==> src/rtl/rom_programmer_pkg.sv <==
// rom_programmer_pkg: state/operation codes and error codes for the fuse-PROM programmer.
package rom_programmer_pkg;
  typedef enum logic [3:0] {
    S_IDLE    = 4'd0,
    S_WAIT    = 4'd1,
    S_READ    = 4'd2,
    S_CHECK   = 4'd3,
    S_PULSE   = 4'd4,
    S_RECOVER = 4'd5,
    S_VERIFY  = 4'd6,
    S_NEXT    = 4'd7,
    S_DONE    = 4'd8,
    S_ERROR   = 4'd9
  } state_t;
  localparam logic [1:0] ERR_NONE  = 2'd0;
  localparam logic [1:0] ERR_RANGE = 2'd1;
  localparam logic [1:0] ERR_BLOWN = 2'd2;
  localparam logic [1:0] ERR_RETRY = 2'd3;
  function automatic int max3(input int a, input int b, input int c);
    int m;
    m = a > b ? a : b;
    return m > c ? m : c;
  endfunction
endpackage

==> src/rtl/rom_prog_timer.sv <==
// rom_prog_timer: loadable down-counter; expired while the count sits at zero.
module rom_prog_timer #(
  parameter int W = 4
) (
  input  logic         clk,
  input  logic         reset_n,
  input  logic         load,
  input  logic [W-1:0] load_value,
  output logic         expired
);
  logic [W-1:0] cnt;
  always_ff @(posedge clk or negedge reset_n)
    if (!reset_n) cnt <= '0;
    else if (load) cnt <= load_value;
    else if (cnt != '0) cnt <= cnt - 1'b1;
  assign expired = cnt == '0;
endmodule

==> src/rtl/rom_programmer.sv <==
// rom_programmer: burns a host byte stream into a bipolar fuse PROM one fuse at a time,
// with timed pulse, recovery, read-back verify and bounded retries.
module rom_programmer
  import rom_programmer_pkg::*;
#(
  parameter int                    DATA_WIDTH     = 8,
  parameter int                    ADDRESS_WIDTH  = 9,
  parameter int                    PULSE_CYCLES   = 50,
  parameter int                    RECOVER_CYCLES = 20,
  parameter int                    READ_CYCLES    = 4,
  parameter int                    MAX_RETRIES    = 3,
  parameter logic [DATA_WIDTH-1:0] BLANK_VALUE    = '0
) (
  input  logic                     clk,
  input  logic                     reset_n,
  input  logic                     start,
  input  logic                     abort,
  input  logic [ADDRESS_WIDTH-1:0] start_address,
  input  logic [ADDRESS_WIDTH-1:0] end_address,
  input  logic [DATA_WIDTH-1:0]    data_in,
  input  logic                     data_valid,
  output logic                     data_ready,
  input  logic [DATA_WIDTH-1:0]    data_line_in,
  output logic [ADDRESS_WIDTH-1:0] address_line,
  output logic [DATA_WIDTH-1:0]    data_line,
  output logic                     data_oe,
  output logic                     prog_pulse,
  output logic                     chip_select_n,
  output logic [3:0]               operation,
  output logic                     done,
  output logic                     error,
  output logic [1:0]               error_code
);
  localparam int TMAX = max3(PULSE_CYCLES, RECOVER_CYCLES, READ_CYCLES);
  localparam int TW   = TMAX > 1 ? $clog2(TMAX) : 1;
  localparam int RW   = $clog2(MAX_RETRIES + 2);
  state_t                  state, nxt;
  logic [DATA_WIDTH-1:0]   target, current, sel, need, low;
  logic [ADDRESS_WIDTH-1:0] end_addr;
  logic [RW-1:0]           retries;
  logic [1:0]              ec_nxt;
  logic [TW-1:0]           load_value;
  logic                    expired, blown, match, bad_range, give_up;
  assign need      = target ^ current;
  assign low       = need & (~need + 1'b1);
  assign blown     = |(need & (current ^ BLANK_VALUE));
  assign match     = ((data_line_in ^ target) & sel) == '0;
  assign bad_range = end_address < start_address;
  assign give_up   = retries >= RW'(MAX_RETRIES);
  assign load_value = nxt == S_PULSE   ? TW'(PULSE_CYCLES - 1) :
                      nxt == S_RECOVER ? TW'(RECOVER_CYCLES - 1) : TW'(READ_CYCLES - 1);
  rom_prog_timer #(.W(TW)) u_timer (
    .clk        (clk),
    .reset_n    (reset_n),
    .load       (nxt != state),
    .load_value (load_value),
    .expired    (expired)
  );
  always_comb begin
    nxt    = state;
    ec_nxt = error_code;
    case (state)
      S_IDLE, S_DONE, S_ERROR: if (start) begin
        nxt    = bad_range ? S_ERROR : S_WAIT;
        ec_nxt = bad_range ? ERR_RANGE : ERR_NONE;
      end
      S_WAIT:    if (data_valid) nxt = S_READ;
      S_READ:    if (expired) nxt = S_CHECK;
      S_CHECK: begin
        nxt    = blown ? S_ERROR : need == '0 ? S_NEXT : S_PULSE;
        ec_nxt = blown ? ERR_BLOWN : error_code;
      end
      S_PULSE:   if (expired) nxt = S_RECOVER;
      S_RECOVER: if (expired) nxt = S_VERIFY;
      S_VERIFY:  if (expired) begin
        nxt    = match ? S_CHECK : give_up ? S_ERROR : S_PULSE;
        ec_nxt = !match && give_up ? ERR_RETRY : error_code;
      end
      S_NEXT:    nxt = address_line == end_addr ? S_DONE : S_WAIT;
      default:   nxt = S_IDLE;
    endcase
    if (abort) begin
      nxt    = S_IDLE;
      ec_nxt = error_code;
    end
  end
  always_ff @(posedge clk or negedge reset_n)
    if (!reset_n) begin
      state         <= S_IDLE;
      operation     <= '0;
      data_ready    <= 1'b0;
      prog_pulse    <= 1'b0;
      data_oe       <= 1'b0;
      data_line     <= '0;
      chip_select_n <= 1'b1;
      done          <= 1'b0;
      error         <= 1'b0;
      error_code    <= ERR_NONE;
      address_line  <= '0;
      end_addr      <= '0;
      target        <= '0;
      current       <= '0;
      sel           <= '0;
      retries       <= '0;
    end else begin
      state         <= nxt;
      operation     <= nxt;
      data_ready    <= nxt == S_WAIT;
      prog_pulse    <= nxt == S_PULSE;
      data_oe       <= nxt == S_PULSE;
      data_line     <= nxt == S_PULSE ? (state == S_CHECK ? low : sel) : '0;
      chip_select_n <= !(nxt inside {S_READ, S_PULSE, S_RECOVER, S_VERIFY});
      done          <= nxt == S_DONE;
      error         <= nxt == S_ERROR;
      error_code    <= ec_nxt;
      if (nxt == S_WAIT && state inside {S_IDLE, S_DONE, S_ERROR}) begin
        address_line <= start_address;
        end_addr     <= end_address;
      end
      if (state == S_WAIT && data_valid) target <= data_in;
      if (state inside {S_READ, S_VERIFY} && expired) current <= data_line_in;
      // a fresh bit selection always restarts the retry budget
      if (state == S_CHECK) begin
        sel     <= low;
        retries <= '0;
      end
      if (state == S_VERIFY && nxt == S_PULSE) retries <= retries + 1'b1;
      if (state == S_NEXT && nxt == S_WAIT) address_line <= address_line + 1'b1;
    end
endmodule

==> config.mk <==
export PLATFORM = sky130hd
export DESIGN_NAME = rom_programmer
export DESIGN_NICKNAME = d
export VERILOG_FILES = /design/src/rtl/rom_programmer_pkg.sv /design/src/rtl/rom_prog_timer.sv /design/src/rtl/rom_programmer.sv
export SDC_FILE = /design/constraint.sdc
export NUM_CORES = 1
export LEC_CHECK = 0
export ABC_CLOCK_PERIOD_IN_PS = 2700
export CORE_AREA = 10 10 103 105
export DETAILED_ROUTE_END_ITERATION = 6
export DIE_AREA = 0 0 113 115
export PLACE_DENSITY = 0.82
export SYNTH_ARGS = -nofsm -noshare
export SYNTH_HDL_FRONTEND = slang
export SYNTH_SLANG_ARGS = --single-unit
==> constraint.sdc <==
create_clock -name clk -period 2.7 [get_ports clk]
set_clock_uncertainty 0.05 [all_clocks]
set_input_delay 0.405 -clock clk [delete_from_list [all_inputs] [get_ports clk]]
set_output_delay 0.405 -clock clk [all_outputs]
set_load 0.005 [all_outputs]
* Word-level counts from Yosys, hierarchy flattened
Cells that the tools add are included.
Word-level totals: register bits after elaboration 70, bits of input ports 39, output and inout port bits 29, logic and storage cells 103
Cells by class: add/subtract/negate cells 4, order comparisons 2, eq/ne operators 22, muxes and demuxes 30, bitwise logic cells 7, reductions and logical operators 23
Operators with widths (count):
- two-way mux 4 bit | 12
- case mux 4 bit (8 select lines) | 1
- == test 4 x 3 -> 1 bit, second input constant | 7
- bitwise AND 8 bit | 3
- two-way mux 6 bit | 3
- two-way mux 9 bit | 2
- == test 4 bit, second input constant | 4
- zero test 8 bit | 2
- two-way mux 8 bit | 2
- XOR 8 bit | 2
- == test 4 x 2 -> 1 bit, second input constant | 3
- two-way mux 2 bit | 5
- adder 9 x 1 -> 9 bit, second input constant | 1
- == test 9 bit | 1
- < comparator 9 bit | 1
- adder 8 x 1 -> 8 bit, second input constant | 1
- == test 4 x 1 -> 1 bit, second input constant | 2
- != test 2 bit, second input constant | 4
- NOT 8 bit | 1
- nonzero test 2 bit | 4
- OR reduction 8 bit | 1
- logical AND 1 bit | 6
- zero test 6 bit | 1
- two-way mux 3 bit | 2
- 15 further kinds | 17

* Depth between registers and ports, before layout
Gate-level depths: netlist of the first run.
word-level depth 11, mapped depth 11, gate-level depth less buffers 9

* Modules after synthesis
Synthesis of the first run repeated with hierarchy kept, for this count alone.
Second synthesis, totals: cell total of the unflattened synthesis 404, area, all modules 4174.0 um^2
By module, submodules not included:
- rom_programmer | instances 1, cells each 364, area each 3773.6 um^2, seq. area each 1602.8 um^2
- rom_prog_timer | instances 1, cells each 40, area each 400.4 um^2, seq. area each 150.1 um^2

* Worst setup path before layout of the first run
Ideal clock, no wire load.
kind reg2reg, from reg target[0], to reg address_line[8], library setup time 0.126 ns, arrival time 2.740 ns, data required time 2.524 ns, setup slack -0.216 ns, stages on the path, launching flop included 11, path buffers 2, period minus slack after synthesis 2.916 ns, cells stage by stage dfrtp_1 -> inv_1 -> ha_1 -> nor4_4 -> a21oi_2 -> or4_4 -> a2111oi_4 -> and4b_1 -> buf_6 -> buf_6 -> a221o_1
Between the ends: cells in the longest elaborated chain, start to end 10, elaborated cells between the ends (all ways) 18, those cells by class 1 x eq/ne; 7 x mux; 4 x bitwise; 6 x reduce/logical
RTL lines:
- start, declared | RTL line rom_programmer.sv:38 | logic [DATA_WIDTH-1:0] target, current, sel, need, low;
- start signal, assigned | RTL line rom_programmer.sv:120 | if (state == S_WAIT && data_valid) target <= data_in;
- XOR 8 bit | RTL line rom_programmer.sv:47 | assign match = ((data_line_in ^ target) & sel) == '0;
- bitwise AND 8 bit | RTL line rom_programmer.sv:47
- zero test 8 bit | RTL line rom_programmer.sv:47
- two-way mux 4 bit | RTL line rom_programmer.sv:76 | nxt = match ? S_CHECK : give_up ? S_ERROR : S_PULSE;
- two-way mux 4 bit | RTL line rom_programmer.sv:75 | S_VERIFY: if (expired) begin
- case mux 4 bit (8 select lines) * | RTL line rom_programmer.sv:62 | case (state)
- two-way mux 4 bit * | RTL line rom_programmer.sv:82 | if (abort) begin
- == test 4 x 1 -> 1 bit * | RTL line rom_programmer.sv:116, rom_programmer.sv:128
- logical AND 1 bit (on tied branches) | RTL line rom_programmer.sv:128, rom_programmer.sv:116
- two-way mux 9 bit / nonzero test 2 bit (equally long branches)
- end signal, assigned | RTL line rom_programmer.sv:117 | address_line <= start_address;
- end signal, assigned | RTL line rom_programmer.sv:128 | if (state == S_NEXT && nxt == S_WAIT) address_line <= address_line + 1'b1;
- end, declared | RTL line rom_programmer.sv:24 | output logic [ADDRESS_WIDTH-1:0] address_line,
Mark *: on every way between the ends. The rest lies on a longest branch, timed or not. A chain may end at the register's enable or synchronous reset.

* Worst setup path in the final report of the first run
from in start_address[2], to reg u_timer.cnt[4]
Between the ends: cells in the longest elaborated chain, start to end 9, elaborated cells between the ends (all ways) 12, those cells by class 1 x order compare; 3 x eq/ne; 7 x mux; 1 x reduce/logical
RTL lines:
- start, declared | RTL line rom_programmer.sv:18 | input logic [ADDRESS_WIDTH-1:0] start_address,
- < comparator 9 bit * | RTL line rom_programmer.sv:48 | assign bad_range = end_address < start_address;
- two-way mux 4 bit * | RTL line rom_programmer.sv:64 | nxt = bad_range ? S_ERROR : S_WAIT;
- two-way mux 4 bit * | RTL line rom_programmer.sv:63 | S_IDLE, S_DONE, S_ERROR: if (start) begin
- case mux 4 bit (8 select lines) * | RTL line rom_programmer.sv:62
- two-way mux 4 bit * | RTL line rom_programmer.sv:82
- == test 4 x 3 -> 1 bit | RTL line rom_programmer.sv:51 | nxt == S_RECOVER ? TW'(RECOVER_CYCLES - 1) : TW'(READ_CYCLES - 1);
- two-way mux 5 bit | RTL line rom_programmer.sv:51
- two-way mux 6 bit | RTL line rom_programmer.sv:50 | assign load_value = nxt == S_PULSE ? TW'(PULSE_CYCLES - 1) :
- two-way mux 6 bit | RTL line rom_prog_timer.sv:14 | else if (load) cnt <= load_value;
- end signal, assigned | RTL line rom_prog_timer.sv:14
- end signal, assigned | RTL line rom_prog_timer.sv:15 | else if (cnt != '0) cnt <= cnt - 1'b1;
- end, declared | RTL line rom_prog_timer.sv:11 | logic [W-1:0] cnt;
Marks and branches as above.

==> results of run 1 <==
report_power, final:
part	switching [mW]	internal, mW	total (mW)
Sequential	0.220	1.34	1.56
Clock	0.430	0.457	0.886
Combinational	0.995	1.16	2.16
final timing paths:
path | from | end | slack [ns] | depth (start not counted)
setup / recovery | start_address[2] | u_timer.cnt[4] | -0.24 | 11
hold / removal | reset_n | address_line[8] | 0.20 | 2
setup reg to reg | current[2] | u_timer.cnt[4] | -0.18 | 8
hold reg to reg | sel[2] | sel[2] | 0.46 | 2
max in group asynchronous | reset_n | state[0] | 1.78 | 2
min in group clk | sel[2] | sel[2] | 0.46 | 2
stage by stage:
step	setup slack, ns	std cells	total power, mW
6_report	-0.237	666	4.61
5_1_grt	-0.303	666	4.88
4_1_cts	-0.191	660	4.48
3_5_place_dp	-0.484	633	3.49
3_3_place_gp	-0.424	633	3.40
2_1_floorplan	-0.0340	397	2.62
cell families (layout without fill, tap and decap cells):
kind of cell / Yosys count / after routing / share of synthesized area [%]
mux: 32 / 32 / 8.71
fa+ha+maj: 21 / 21 / 6.46
buf+inv: 37 / 198 / 4.03
compound gates: 75 / 75 / 13.8
simple gates: 141 / 141 / 19.4
xor+xnor: 21 / 21 / 4.52
flops: 70 / 70 / 43.1
registers in the layout, summed over array words and instances (netlist names):
| register | flops |
|---|---|
| current | 8 |
| data_ready | 1 |
| address_line | 9 |
| target | 8 |
| u_timer.cnt | 6 |
| end_addr | 9 |
| error_code | 2 |
| error | 1 |
| done | 1 |
| prog_pulse | 1 |
| retries | 3 |
| chip_select_n | 1 |
| state | 4 |
| sel | 8 |
| data_line | 8 |
layer usage:
layer	up-vias	global-route usage, %	routed length [um]
met5	-	0	0
met4	0	6.51	297
met3	26	4.17	659
met2	128	32.6	6330
met1	1817	21.0	5160
li1	1742	-	-
cells in the mapped netlist (all sizes together) (3+ instances only):
master  number  area (um2)
dfrtp       69        1730
nand2       30         113
mux2        27         304
inv         24        90.1
nor2        24        90.1
a21oi       22         125
ha          21         263
xor2        20         175
nand2b      14        87.6
o21ai       13        65.1
nand3       12        60.1
nor2b       12        75.1
a221o        7        70.1
clkbuf       7        26.3
nor3         7        35.0
nor4         7        73.8
and3         6        42.5
buf          6        47.5
or2          6        37.5
or4          6        48.8
a211oi       5        37.5
a31oi        5        31.3
mux2i        5        50.1
a22oi        4        30.0
and2         3        18.8
nand4        3        18.8
o31ai        3        22.5
or3          3        18.8
final cells by class:
cell class,instances,area [um2]
Fill cell,636,2610
Multi-Input combinational cell,290,2300
Sequential cell,70,1750
Timing Repair Buffer,158,1450
Clock buffer,10,138
Tap cell,108,135
Inverter,24,90.1
Clock inverter,6,68.8
timing repair:
action                                  CTS  global route
setup buffers                             9             7
cloned                                    2             1
resized for setup                        20            18
endpoints found under the setup margin   36            40
pin swaps                                 9             9
==> metrics.txt, run 1 <==
number of diodes 0; number of synthesized flops with an enable pin 0; worst path cell trace clkdlybuf4s50_1 > inv_1 > ha_1 > a21oi_1 > o21ai_0 > a211oi_1 > buf_4 > mux2i_1 > a311oi_1 > nand3_4 > mux2_2; slowest cell on the critical path clkdlybuf4s50_1; cell count after synthesis 397; first-pass GRT wire length 19.6 mm; Critical Path AT 3.12 ns; Final Hold Viols 0; total core area 8550 um2; register area share after synthesis 43.1%; DP Area 5370 um2; peak supply drop 440 uV; cell area power density 776 nW/um2; die width 113 um; library cells used by synthesis 58; Final period util 109%; Setup TNS Final -3.78 ns; final core occ 69.5%; final hold slack 0.203 ns; initial DRC count 200; Worst Path Max Fanout 4; htree depth 3; Skew-Pair Late Insertion Delay 0.35 ns; CTS clk-pin slew, worst paths 0.08 ns; minimum clock period 2.94 ns; GRT Overall Usage 18.3%; Post-layout nets 613; CTS sink count 70; slew margin rel. 41.7%; drt total wl 12.4 mm; RSZ-0062 raised after global routing yes; Num CTS Buffers 9; Synth-to-Final Area Change 46.1%; Initial Util 47.6%; Max Buffers Root-to-Sink 2; Die ar. 13,000 um2; post-route ant nets 0; initial antenna violation count 0; Post-synth ARST share 100%; Syn Nets 457; share of layout cells above drive strength 1 31.4%; Vias/cell 5.58; vias in the first global route 3,942; Worst Path Class, Setup input port to flip-flop; Port Buffers 67; synthesis-stage register bit count 70; Root Buffer clkbuf_8; Crit path required time 2.88 ns; DRC violation count after routing 0; total global routing overflow 0; Buf/Inv on CP 3; failing checks negative setup slack; design area 5940 um2; Die Y-Extent 115 um; Post-Syn Area 4070 um2; GPL Wtd Cong 0.957; Avg WL per Cell 18.7 um; CTS tree done; Primary FF master, synth dfrtp_1; YS warnings 0; Avg Cell Area, Syn 10.2 um2; commonest cells after routing, fill and taps aside buf_4 (81), dfrtp_1 (68), clkdlybuf4s50_1 (66); Max Slew Vio Count 0; # IOs 68; outcome finished with violations; final setup fails 32; largest net degree at the start of global routing 71; Pleak 2.67 nW; number of max-cap violations 0; TritonRoute pass-1 iters 5; worst-margin pin slew 0.874 ns; Critical Path Sink Type flip-flop; Tightest Hold Check Type input port to asynchronous set/reset pin; Largest stage delay, worst path 0.46 ns; Row Count 34; Final WS setup -0.237 ns; DPL Wire Length 8.83 mm; via count 3,713; Max Fclk 341 MHz; most common cell after layout, fill and taps aside buf_4; delay-heaviest family, CP compound AO/OA/AOI/OAI gates; Hold Buf Count CTS 0; crit start category input port
Power figures use the tool's default switching activity.
==> inputs of run 2 (changes only) <==
Settings changed: ABC_CLOCK_PERIOD_IN_PS 2700 to not set.
==> results of run 2 <==
The final DEF is identical to that of run 1; final timing and power are the same.
